===== config.mk =====
export PLATFORM = sky130hd
export DESIGN_NAME = muldiv_unit
export DESIGN_NICKNAME = d
export VERILOG_FILES = /design/src/rtl/muldiv_unit.sv
export SDC_FILE = /design/constraint.sdc
export NUM_CORES = 1
export LEC_CHECK = 0
export BUFFER_PORTS_ARGS = -buffer_cell sky130_fd_sc_hd__buf_2
export CAP_MARGIN = 20
export CORE_MARGIN = 4
export CORE_UTILIZATION = 30
export CTS_BUF_LIST = sky130_fd_sc_hd__clkbuf_4 sky130_fd_sc_hd__clkbuf_8 sky130_fd_sc_hd__clkbuf_16
export DETAILED_ROUTE_END_ITERATION = 6
export PLACE_DENSITY = 0.49
export SYNTH_ARGS = -nofsm -noshare
export SYNTH_HDL_FRONTEND = slang
export SYNTH_SLANG_ARGS = --single-unit

===== constraint.sdc =====
create_clock -name clk -period 4.9 [get_ports clk]
set_input_delay 0.245 -clock clk [delete_from_list [all_inputs] [get_ports clk]]
set_output_delay 0.245 -clock clk [all_outputs]
set_load 0.1 [all_outputs]

===== src/rtl/muldiv_unit.sv =====
// ============================================================================
// Module   : muldiv_unit
// Purpose  : Iterative RV32M multiply/divide unit (shift-add / restoring).
// Revision : 1.0
// ============================================================================
`default_nettype none

module muldiv_unit #(
    parameter int XLEN = 32
) (
    input  logic            clk,
    input  logic            rst,
    input  logic            start,
    input  logic            flush,
    input  logic [2:0]      funct3,
    input  logic [XLEN-1:0] a,
    input  logic [XLEN-1:0] b,
    output logic            busy,
    output logic            done,
    output logic [XLEN-1:0] result
);

    localparam int            c_CW   = $clog2(XLEN);
    localparam logic [c_CW-1:0] c_LAST = c_CW'(XLEN - 1);

    localparam logic [1:0] S_IDLE = 2'd0;
    localparam logic [1:0] S_CALC = 2'd1;
    localparam logic [1:0] S_DONE = 2'd2;

    logic [1:0]      r_state, w_state_nxt;
    logic [c_CW-1:0] r_cnt;
    logic [2:0]      r_op;
    logic            r_neg_q, r_neg_r;
    logic [XLEN-1:0] r_hi, r_lo, r_opd, r_result;

    // Operand decode at accept time
    logic            w_is_div, w_a_sgn, w_b_sgn, w_a_neg, w_b_neg;
    logic [XLEN-1:0] w_a_mag, w_b_mag, w_special_res;
    logic            w_div0, w_ovf, w_special;

    assign w_is_div = funct3[2];
    assign w_a_sgn  = (funct3 != 3'b011) && (funct3 != 3'b101) && (funct3 != 3'b111);
    assign w_b_sgn  = (funct3 == 3'b000) || (funct3 == 3'b001) ||
                      (funct3 == 3'b100) || (funct3 == 3'b110);
    assign w_a_neg  = w_a_sgn & a[XLEN-1];
    assign w_b_neg  = w_b_sgn & b[XLEN-1];
    assign w_a_mag  = w_a_neg ? (~a + 1'b1) : a;
    assign w_b_mag  = w_b_neg ? (~b + 1'b1) : b;

    assign w_div0    = w_is_div && (b == '0);
    assign w_ovf     = w_is_div && !funct3[0] && (a == {1'b1, {(XLEN-1){1'b0}}}) && (b == '1);
    assign w_special = w_div0 | w_ovf;
    assign w_special_res = w_div0 ? (funct3[1] ? a : '1)
                                  : (funct3[1] ? '0 : {1'b1, {(XLEN-1){1'b0}}});

    // One iteration: {r_hi,r_lo} is the product shifter or remainder/quotient pair
    logic [XLEN-1:0] w_addend, w_diff, w_hi_nxt, w_lo_nxt;
    logic [XLEN:0]   w_sum, w_shift;
    logic            w_ge;

    assign w_addend = r_lo[0] ? r_opd : '0;
    assign w_sum    = {1'b0, r_hi} + {1'b0, w_addend};
    assign w_shift  = {r_hi, r_lo[XLEN-1]};
    assign w_ge     = (w_shift >= {1'b0, r_opd});
    assign w_diff   = w_shift[XLEN-1:0] - r_opd;

    always_comb begin
        w_hi_nxt = r_hi;
        w_lo_nxt = r_lo;
        if (r_op[2]) begin
            w_hi_nxt = w_ge ? w_diff : w_shift[XLEN-1:0];
            w_lo_nxt = {r_lo[XLEN-2:0], w_ge};
        end else begin
            w_hi_nxt = w_sum[XLEN:1];
            w_lo_nxt = {w_sum[0], r_lo[XLEN-1:1]};
        end
    end

    // Sign restoration applied on the final iteration's values
    logic [2*XLEN-1:0] w_prod, w_prod_s;
    logic [XLEN-1:0]   w_quo_s, w_rem_s, w_final;

    assign w_prod   = {w_hi_nxt, w_lo_nxt};
    assign w_prod_s = r_neg_q ? (~w_prod + 1'b1) : w_prod;
    assign w_quo_s  = r_neg_q ? (~w_lo_nxt + 1'b1) : w_lo_nxt;
    assign w_rem_s  = r_neg_r ? (~w_hi_nxt + 1'b1) : w_hi_nxt;
    assign w_final  = r_op[2] ? (r_op[1] ? w_rem_s : w_quo_s)
                              : ((r_op[1:0] == 2'b00) ? w_prod_s[XLEN-1:0]
                                                      : w_prod_s[2*XLEN-1:XLEN]);

    always_ff @(posedge clk) begin
        if (rst) r_state <= S_IDLE;
        else     r_state <= w_state_nxt;
    end

    always_comb begin
        w_state_nxt = r_state;
        case (r_state)
            S_IDLE:  if (start) w_state_nxt = w_special ? S_DONE : S_CALC;
            S_CALC:  if (r_cnt == c_LAST) w_state_nxt = S_DONE;
            S_DONE:  w_state_nxt = S_IDLE;
            default: w_state_nxt = S_IDLE;
        endcase
        if (flush) w_state_nxt = S_IDLE;
    end

    always_comb begin
        busy = (r_state == S_CALC) || (r_state == S_DONE);
        done = (r_state == S_DONE);
    end

    always_ff @(posedge clk) begin
        if (rst) begin
            r_cnt    <= '0;
            r_op     <= '0;
            r_neg_q  <= 1'b0;
            r_neg_r  <= 1'b0;
            r_hi     <= '0;
            r_lo     <= '0;
            r_opd    <= '0;
            r_result <= '0;
        end else if (flush) begin
            r_cnt <= '0;
        end else begin
            case (r_state)
                S_IDLE: if (start) begin
                    r_op    <= funct3;
                    r_neg_q <= w_a_neg ^ w_b_neg;
                    r_neg_r <= w_a_neg;
                    r_cnt   <= '0;
                    r_hi    <= '0;
                    r_opd   <= w_is_div ? w_b_mag : w_a_mag;
                    r_lo    <= w_is_div ? w_a_mag : w_b_mag;
                    if (w_special) r_result <= w_special_res;
                end
                S_CALC: begin
                    r_hi  <= w_hi_nxt;
                    r_lo  <= w_lo_nxt;
                    r_cnt <= r_cnt + 1'b1;
                    if (r_cnt == c_LAST) r_result <= w_final;
                end
                default: ;
            endcase
        end
    end

    assign result = r_result;

endmodule

`default_nettype wire


After elaboration in Yosys (flattened, before gate mapping):

Index checks and enable logic that the tools add are counted.

* input bits: 71
* latch bits: 0
* memories: 0
* memory bits (writable): 0
* output and inout bits: 34
* flip-flop bits (word level): 140
* bits in read-only memories: 0

* reductions and logical operators: 22
* multiplexer cells: 31
* bitwise logic cells: 10
* add/subtract/negate cells: 8
* shift-type cells: 0
* div/mod/pow operators: 0
* $mul: 0
* equal/unequal tests: 14
* magnitude comparators: 1

Operators with widths (count)
* 32-bit two-way mux: 21
* 32-bit case mux with 2 select lines: 3
* 32-bit by 1-bit adder with 32-bit output, second input constant: 4
* 32-bit inverter: 4
* 64-bit by 1-bit adder with 64-bit output, second input constant: 1
* 32-bit == test, second input constant: 2
* 64-bit two-way mux: 1
* 64-bit inverter: 1
* 32-bit by 32-bit adder with 33-bit output: 1
* 33-bit by 32-bit greater-or-equal comparator with 1-bit output: 1
* 32-bit zero test: 1
* 32-bit subtractor: 1
* 5-bit case mux with 2 select lines: 1
* 3-bit == test, second input constant: 2
* 1-bit logical AND: 6
* 2-bit two-way mux: 3
* 2-bit != test, second input constant: 3
* 3-bit != test, second input constant: 2
* 3-bit AND reduction: 2
* 5-bit by 1-bit adder with 5-bit output, second input constant: 1
* 5-bit == test, second input constant: 1
* 5-bit two-way mux: 1
* 5-bit AND reduction: 1
* 2-bit zero test: 2
* 15 further kinds: 20

Logic depth before layout (Yosys ltp):

Gate-level depths: netlist of run 1.

* word-level depth: 10
* depth in mapped cells: 24
* mapped depth without buffers: 22

Worst setup path after synthesis of run 1:

Ideal clock, no wire load.

* path kind: register -> register
* start point: register r_op[2]
* end point: register r_result[26], in the netlist result[26]
* setup slack: -283 ps
* stages on the path, launching flop included: 20
* required time: 4809 ps
* library setup time: 91 ps
* arrival: 5092 ps
* path through: dfxtp_1 -> buf_2 -> buf_2 -> buf_2 -> buf_2 -> clkbuf_1 -> buf_1 -> buf_1 -> mux2i_1 -> ha_1 -> o211ai_1 -> or3_1 -> nand2b_1 -> or2_2 -> or3_1 -> clkbuf_1 -> o311ai_1 -> o21ai_1 -> a211o_1 -> a311oi_1

* word-level cells in the longest chain between the ends: 8
* elaborated cells between the ends (all ways): 16

Ends and longest elaborated chain
* start, declared: line 32 `logic [2:0] r_op;`
* start signal, assigned: line 127 `r_op <= funct3;`
* 32-bit two-way mux: line 70 `if (r_op[2]) begin`
* 64-bit inverter (tied with other cells): line 84 `assign w_prod_s = r_neg_q ? (~w_prod + 1'b1) : w_prod;`
* 64-bit by 1-bit adder with 64-bit output (tied with other cells): line 84
* 64-bit two-way mux (tied with other cells): line 84
* 32-bit two-way mux (on tied branches): line 88, 87
* 32-bit two-way mux *: line 87 `assign w_final = r_op[2] ? (r_op[1] ? w_rem_s : w_quo_s)`
* 32-bit two-way mux *: line 140 `if (r_cnt == c_LAST) r_result <= w_final;`
* 32-bit case mux with 2 select lines *: line 125 `case (r_state)`
* end signal, assigned: line 134 `if (w_special) r_result <= w_special_res;`
* end signal, assigned: line 140
* end, declared: line 34 `logic [XLEN-1:0] r_hi, r_lo, r_opd, r_result;`

Every way passes the cells marked *; elsewhere a longest branch is shown, timed or not. The select of a mux whose other input is x is not followed.
A chain may end at the register's enable or synchronous reset.

Worst setup path in the final report of run 1:

* start point: register r_opd[30]
* end point: register r_result[30], in the netlist result[30]

* word-level cells in the longest chain between the ends: 10
* elaborated cells between the ends (all ways): 21

Ends and longest elaborated chain
* start, declared: line 34
* start signal, assigned: line 132 `r_opd <= w_is_div ? w_b_mag : w_a_mag;`
* 32-bit two-way mux (tied with other cells): line 61 `assign w_addend = r_lo[0] ? r_opd : '0;`
* 32-bit by 32-bit adder with 33-bit output or 32-bit two-way mux (tied branches): line 62, 71
* 32-bit two-way mux: line 70
* 64-bit inverter or 32-bit inverter (tied branches): line 84, 86
* 64-bit by 1-bit adder with 64-bit output or 32-bit by 1-bit adder with 32-bit output (tied branches): line 84, 86
* 64-bit two-way mux or 32-bit two-way mux (tied branches): line 84, 86
* 32-bit two-way mux (on tied branches): line 88, 87
* 32-bit two-way mux *: line 87
* 32-bit two-way mux *: line 140
* 32-bit case mux with 2 select lines *: line 125

Marked as above.

==> results of run 1 <==
## power by group through the flow
stage	clock (mW)	sequential, mW	combinational [mW]
2_1_floorplan	0	1.29	1.04
3_3_place_gp	0	1.27	1.89
3_5_place_dp	0	1.27	1.89
4_1_cts	1.51	1.24	1.92
5_1_grt	1.53	1.25	2.15
6_report	1.48	1.25	2.03
## cell families (layout without fill, tap and decap cells)
family	count (synthesis)	after routing	share of synthesized area [%]
other	0	2	0
buffers and inverters	226	523	5.51
AO/OA/AOI/OAI	724	724	30.7
flip-flops	140	140	17.5
AND/OR/NAND/NOR	917	917	27.2
multiplexers	64	64	4.08
adder cells (fa/ha/maj)	76	76	6.04
XOR/XNOR	163	163	8.92
## cell type report
cell class                 count  area [sq um]
fill                        5589         32400
multi-input combinational   1944         12700
timing repair buffer         418          2950
sequential                   140          2810
tap                          688           861
clock buffer                  21           468
inverter                      74           278
clock inverter                10           164
antenna                        2          5.00
## synthesized netlist by cell type (all sizes together) (39+ instances only)
| master | n | area (sq um) |
|---|---|---|
| clkbuf | 120 | 452 |
| xnor2 | 96 | 841 |
| o211ai | 47 | 353 |
| nand4 | 39 | 265 |
| nand3 | 49 | 250 |
| inv | 70 | 263 |
| ha | 74 | 926 |
| xor2 | 67 | 587 |
| nor2 | 312 | 1180 |
| a211oi | 70 | 526 |
| and2 | 46 | 288 |
| a21oi | 178 | 891 |
| dfxtp | 140 | 2800 |
| o21ai | 138 | 698 |
| nor3 | 96 | 508 |
| mux2i | 54 | 541 |
| nand2 | 231 | 870 |
## worst min-delay path, cell delays in order
cell and delay [ns]:
buf_2 0.14, nand2_1 0.06, a21oi_1 0.05
## worst paths after layout
path | slack, ns | start | endpoint | depth (start not counted)
hold reg to reg | 0.46 | result[1] | result[1] | 2
setup reg to reg | 0.06 | r_opd[30] | result[30] | 21
hold / removal | 0.05 | funct3[0] | r_op[0] | 3
setup / recovery | 0.06 | r_opd[30] | result[30] | 21
## layout by cell type, fill, tap and decap left out, types with 32 or more instances in the layout
master and n:
nand3_1 47, and2_1 45, a21o_1 34, inv_1 70
mux2i_1 54, nand2_1 228, a211oi_1 66, o21ai_0 118
nand4_1 37, ha_1 65, buf_4 306, xnor2_1 95
o211ai_1 47, a31oi_1 32, dfxtp_1 136, buf_2 103
xor2_1 67, nor2_1 307, nor3_1 91, a21oi_1 171
## metal layers
metal / GRT usage (%) / part of all wire, %
met5: 0 / 0.051
met4: 9.37 / 3.5
met3: 5.96 / 8.0
met2: 43.3 / 45
met1: 37.3 / 44
## timing repair
action / 4_1_cts / 5_1_grt
buffers inserted: 1 / 9
resized for setup: 11 / 74
gates cloned: 0 / 0
pin swaps: 5 / 28
setup endpoints to repair: 20 / 26
## state kept, by name (all words and copies together), names as in the netlist
register	count
r_op	3
r_neg_r	1
r_state	2
r_opd	32
result	32
r_cnt	5
r_hi	32
r_lo	32
r_neg_q	1
## metrics by stage
stage | instance area (sq um) | utilization, % | setup TNS [ns]
after CTS | 19800 | 37.7 | 0
after global placement | 19100 | 36.3 | -2.07
after global routing | 20200 | 38.4 | -0.0811
after detailed placement | 19100 | 36.3 | -2.49
after floorplan | 16000 | - | 0
final | 20200 | 38.4 | 0
==> flow_summary.json, run 1 <==
{
  "final_antenna_net_count": 0,
  "clock_skew_ns": 0.0173,
  "whs_ns": 0.0535,
  "cts_sinks": 140,
  "clock_latency_ns": 0.50,
  "grt_pass1_wl_microns": 119000,
  "power_density_nw_per_um2": 235,
  "vias": 19300,
  "viasPerCell": 5.86,
  "setup_viol": 0,
  "clockBufferDepth": 2,
  "holdBufCountCts": 0,
  "die_y_microns": 239,
  "path_buf_inv": 5,
  "cp-start-kind": "flop",
  "synthCells": 2310,
  "dp_cells": 3254,
  "cp_top_family": "simple AND/OR/NAND/NOR gates",
  "syn_nets": 2457,
  "maxCapViolations": 0,
  "combPwrFrac_pct": 42.7,
  "worst-path-max-fanout": 5,
  "path_cells": "inv_1 > ha_1 > buf_4 > nand4b_1 > nor4_4 > a31oi_4 > o21ai_4 > buf_6 > buf_4 > o21ai_0 > a31o_2 > inv_1 > ha_2 > o2111a_2 > nand4_4 > nor3_4 > nand4_4 > or4b_4 > or3_1 > a21oi_2 > o31ai_1",
  "worst_path_max_delay_cell": "or4b_4",
  "ir_worst_vdd_mv": 0.272,
  "die-area_sq_um": 57100,
  "drive_above_1_share_pct": 21.5,
  "netlist_area_sq_um": 16000,
  "grt_pass1_vias": 18300,
  "drtIter0Drc": 1907,
  "fin_cells": 3297,
  "clk_pin_slew_ns": 0.07,
  "syn_avg_cell_area_sq_um": 6.93,
  "gr-total-overflow": 0,
  "start_util_pct": 30.4,
  "power_mw": 4.75,
  "finalHoldViolations": 0,
  "ys_seq_elements": 140,
  "p_sw_mw": 1.93,
  "coreArea_sq_um": 52700,
  "yosys_warnings": 0,
  "drc": 0,
  "io_buffers": 104,
  "grt_usage_pct": 27.5,
  "synthFlopType": "dfxtp_1",
  "period_needed_ns": 4.84,
  "antenna_found_initial": 5,
  "p_int_mw": 2.82,
  "wl_per_cell_microns": 24.5,
  "cts_inserted_buffers": 17,
  "critical_path_class": "flop to flop",
  "relSlewSlack_pct": 14.8,
  "hpwl_microns": 64100,
  "htree_levels": 4,
  "seqPwrFrac_pct": 26.3,
  "io_pins": 105,
  "worst_pin_slew_ns": 1.27,
  "globalplace.congestion": 1.02,
  "die_w_microns": 239,
  "critPathMaxStageDelay_ns": 0.52,
  "max_freq_mhz": 206,
  "ys_types": 101,
  "grt_max_degree": 62,
  "synth-async-reset-ratio_pct": 0,
  "setup_slack_ns": 0.0555,
  "leakage_nw": 8.18,
  "drv_slew": 0,
  "rows": 84,
  "finalCritPeriodShare_pct": 98.9,
  "hold_class": "input pin to flop",
  "endpoint_kind": "flop",
  "wl_microns": 80700,
  "nNetsFinal": 2742,
  "cts_tree": "built",
  "ys_seq_area_share_pct": 17.5,
  "worst_ep_arrival_time_ns": 5.22,
  "clkPwrFrac_pct": 31.1,
  "place_ws_ns": -0.280,
  "drt-pass1-iter-count": 6,
  "status": "complete, no violations",
  "synth-edff-count": 0,
  "clock-root-buffer": "clkbuf_16",
  "syn_to_final_growth_pct": 26.5,
  "switching_share_pct": 40.6,
  "cp.required_ns": 5.28
}
Note: power is estimated with default switching activity, not from simulation.
==> run 2: changes to the inputs <==
PLACE_DENSITY = 0.47   (was 0.49)
clock period = 6.2 ns   (was 4.9 ns; I/O delays follow)
==> run 2 against run 1 <==
Compared with the run above: worst setup slack improved by 0.30 ns; sequential cell count did not move; sequential share of layout area is 1.7 points higher; combinational power decreased by 32%; fmax decreased by 17%; critical path depth decreased by 5; final cell count decreased by 7.2%; critical path type unchanged; largest cell class unchanged; largest power group unchanged; highest routed layer unchanged.
==> flow_summary.json, run 2 (same netlist as run 1, synthesis figures left out) <==
{
  "antenna_found_initial": 6,
  "relSlewSlack_pct": 23.7,
  "met3_usage_pct": 4.98,
  "finalHoldViolations": 0,
  "grt_pass1_wl_microns": 116000,
  "ir_worst_vdd_mv": 0.175,
  "r2r_slack_ns": 0.35,
  "start_util_pct": 30.4,
  "dp_cells": 3024,
  "hpwl_microns": 62200,
  "grt_setup_unrepaired": "false",
  "period_needed_ns": 5.85,
  "cts_sinks": 140,
  "power_density_nw_per_um2": 198,
  "worstSetupEndpoint": "result[27]",
  "cts_inserted_buffers": 17,
  "final_antenna_net_count": 0,
  "coreArea_sq_um": 52700,
  "worst_pin_slew_ns": 1.14,
  "finalCritPeriodShare_pct": 94.3,
  "grt_pass1_vias": 17200,
  "fin_cells": 3060,
  "drv_slew": 0,
  "drtIter0Drc": 1764,
  "clockBufferDepth": 2,
  "nNetsFinal": 2504,
  "maxCapViolations": 0,
  "critical_path_class": "flop to flop",
  "htree_levels": 4,
  "final_util_pct": 34.3,
  "rows": 84,
  "final_common_cell": "nor2_1",
  "final_cell_mix": "nor2_1, nand2_1, a21oi_1",
  "groute.layer.met2.usage_pct": 42.5,
  "gr-total-overflow": 0,
  "cp-start-kind": "flop",
  "r2r_cells": 16,
  "viasPerCell": 6.04,
  "wl_per_cell_microns": 26.0,
  "die-area_sq_um": 57100,
  "cts_tree": "built",
  "globalplace.congestion": 1.01,
  "timing.rr.end": "result[27]",
  "design_area_sq_um": 18000,
  "cp.required_ns": 6.60,
  "hp-start": "funct3[0]",
  "cts.repair.resized": 0,
  "dpl_cell_area_sq_um": 17400,
  "post_cts.repair.setup_buffers": 0,
  "power_mw": 3.57,
  "clock-root-buffer": "clkbuf_16",
  "io_buffers": 104,
  "grt_usage_pct": 26.9,
  "leakage_nw": 6.95,
  "clock_skew_ns": 0.0148,
  "max_freq_mhz": 171,
  "drt-pass1-iter-count": 6,
  "clk_pin_slew_ns": 0.07,
  "fin_tns_setup_ns": 0,
  "setup_viol": 0,
  "nFillCells": 5680,
  "io_pins": 105,
  "hold_class": "input pin to flop",
  "grt_max_degree": 84,
  "wl_microns": 79700,
  "clock_latency_ns": 0.48,
  "busiest_layer": "met2",
  "die_w_microns": 239,
  "die_y_microns": 239,
  "vias": 18500,
  "syn_to_final_growth_pct": 12.8,
  "endpoint_kind": "flop",
  "worst-path-max-fanout": 10,
  "met1_usage_pct": 36.1,
  "worst_ep_arrival_time_ns": 6.25,
  "holdBufCountCts": 0,
  "r2r-start": "r_opd[13]",
  "status": "complete, no violations",
  "drc": 0,
  "crit_start": "r_opd[13]",
  "drive_above_1_share_pct": 11.5
}
==> run 2: cell count changes in the layout (fill, tap and decap cells not counted), moves of 4 or more <==
cell	previous run	this run
ha_4	6	0
a21oi_2	7	0
o21ai_0	118	123
buf_6	4	0
buf_4	306	75
a21oi_1	171	178
o31ai_1	20	24
ha_1	65	73
o21ai_1	17	13
==> run 2: metal layers <==
layer | part of all wire, % | vias to the layer above
met4 | 4.4 | 2
li1 | - | 8559
met5 | 0.016 | -
met3 | 6.9 | 148
met1 | 44 | 8958
met2 | 45 | 816
==> run 2: worst min-delay path by stage <==
stage	slack, ns	to	cells after the start
floorplan	0.44	r_opd[12]	2
global placement	0.45	result[11]	2
detailed placement	0.45	result[11]	2
CTS	0.11	r_op[0]	3
global route	0.16	r_op[0]	3
finish	0.13	r_op[0]	3
==> run 2: per-stage QoR <==
| step | hold slack [ns] | setup slack (ns) |
|---|---|---|
| final | 0.133 | 0.352 |
| after global routing | 0.158 | 0.0594 |
| after CTS | 0.113 | 0.460 |
| after detailed placement | 0.447 | 0.523 |
| after global placement | 0.448 | 0.387 |
| after floorplan | 0.440 | 1.02 |
==> run 2: layout make-up <==
type	instances	area [sq um]	share of cell area, %
repair buffers	180	1100	6.12
well taps	688	861	4.77
clock buffers	18	433	2.40
inverters	74	278	1.54
flip-flops and latches	140	2810	15.6
clock inverters	14	219	1.21
diodes	2	5.00	0.0277
multi-input cells	1944	12300	68.4
==> run 2: report_power, final <==
group	switching [mW]	internal [mW]
sequential	0.0510	0.940
clock	0.480	0.719
combinational	0.947	0.433
total	1.48	2.09
==> run 2: worst max-delay path: stages, from the launching register on <==
cell      delay, ns
dfxtp_1        0.40
inv_1          0.06
ha_1           0.43
nand4_1        0.20
nor4_2         0.40
o21ai_2        0.22
a311o_1        0.56
buf_4          0.28
a31o_1         0.23
o22ai_1        0.59
o21ai_0        0.42
nor4_4         0.50
nand3b_1       0.24
nor4b_2        0.41
mux2_1         0.41
a211oi_1       0.23
a21boi_1       0.17
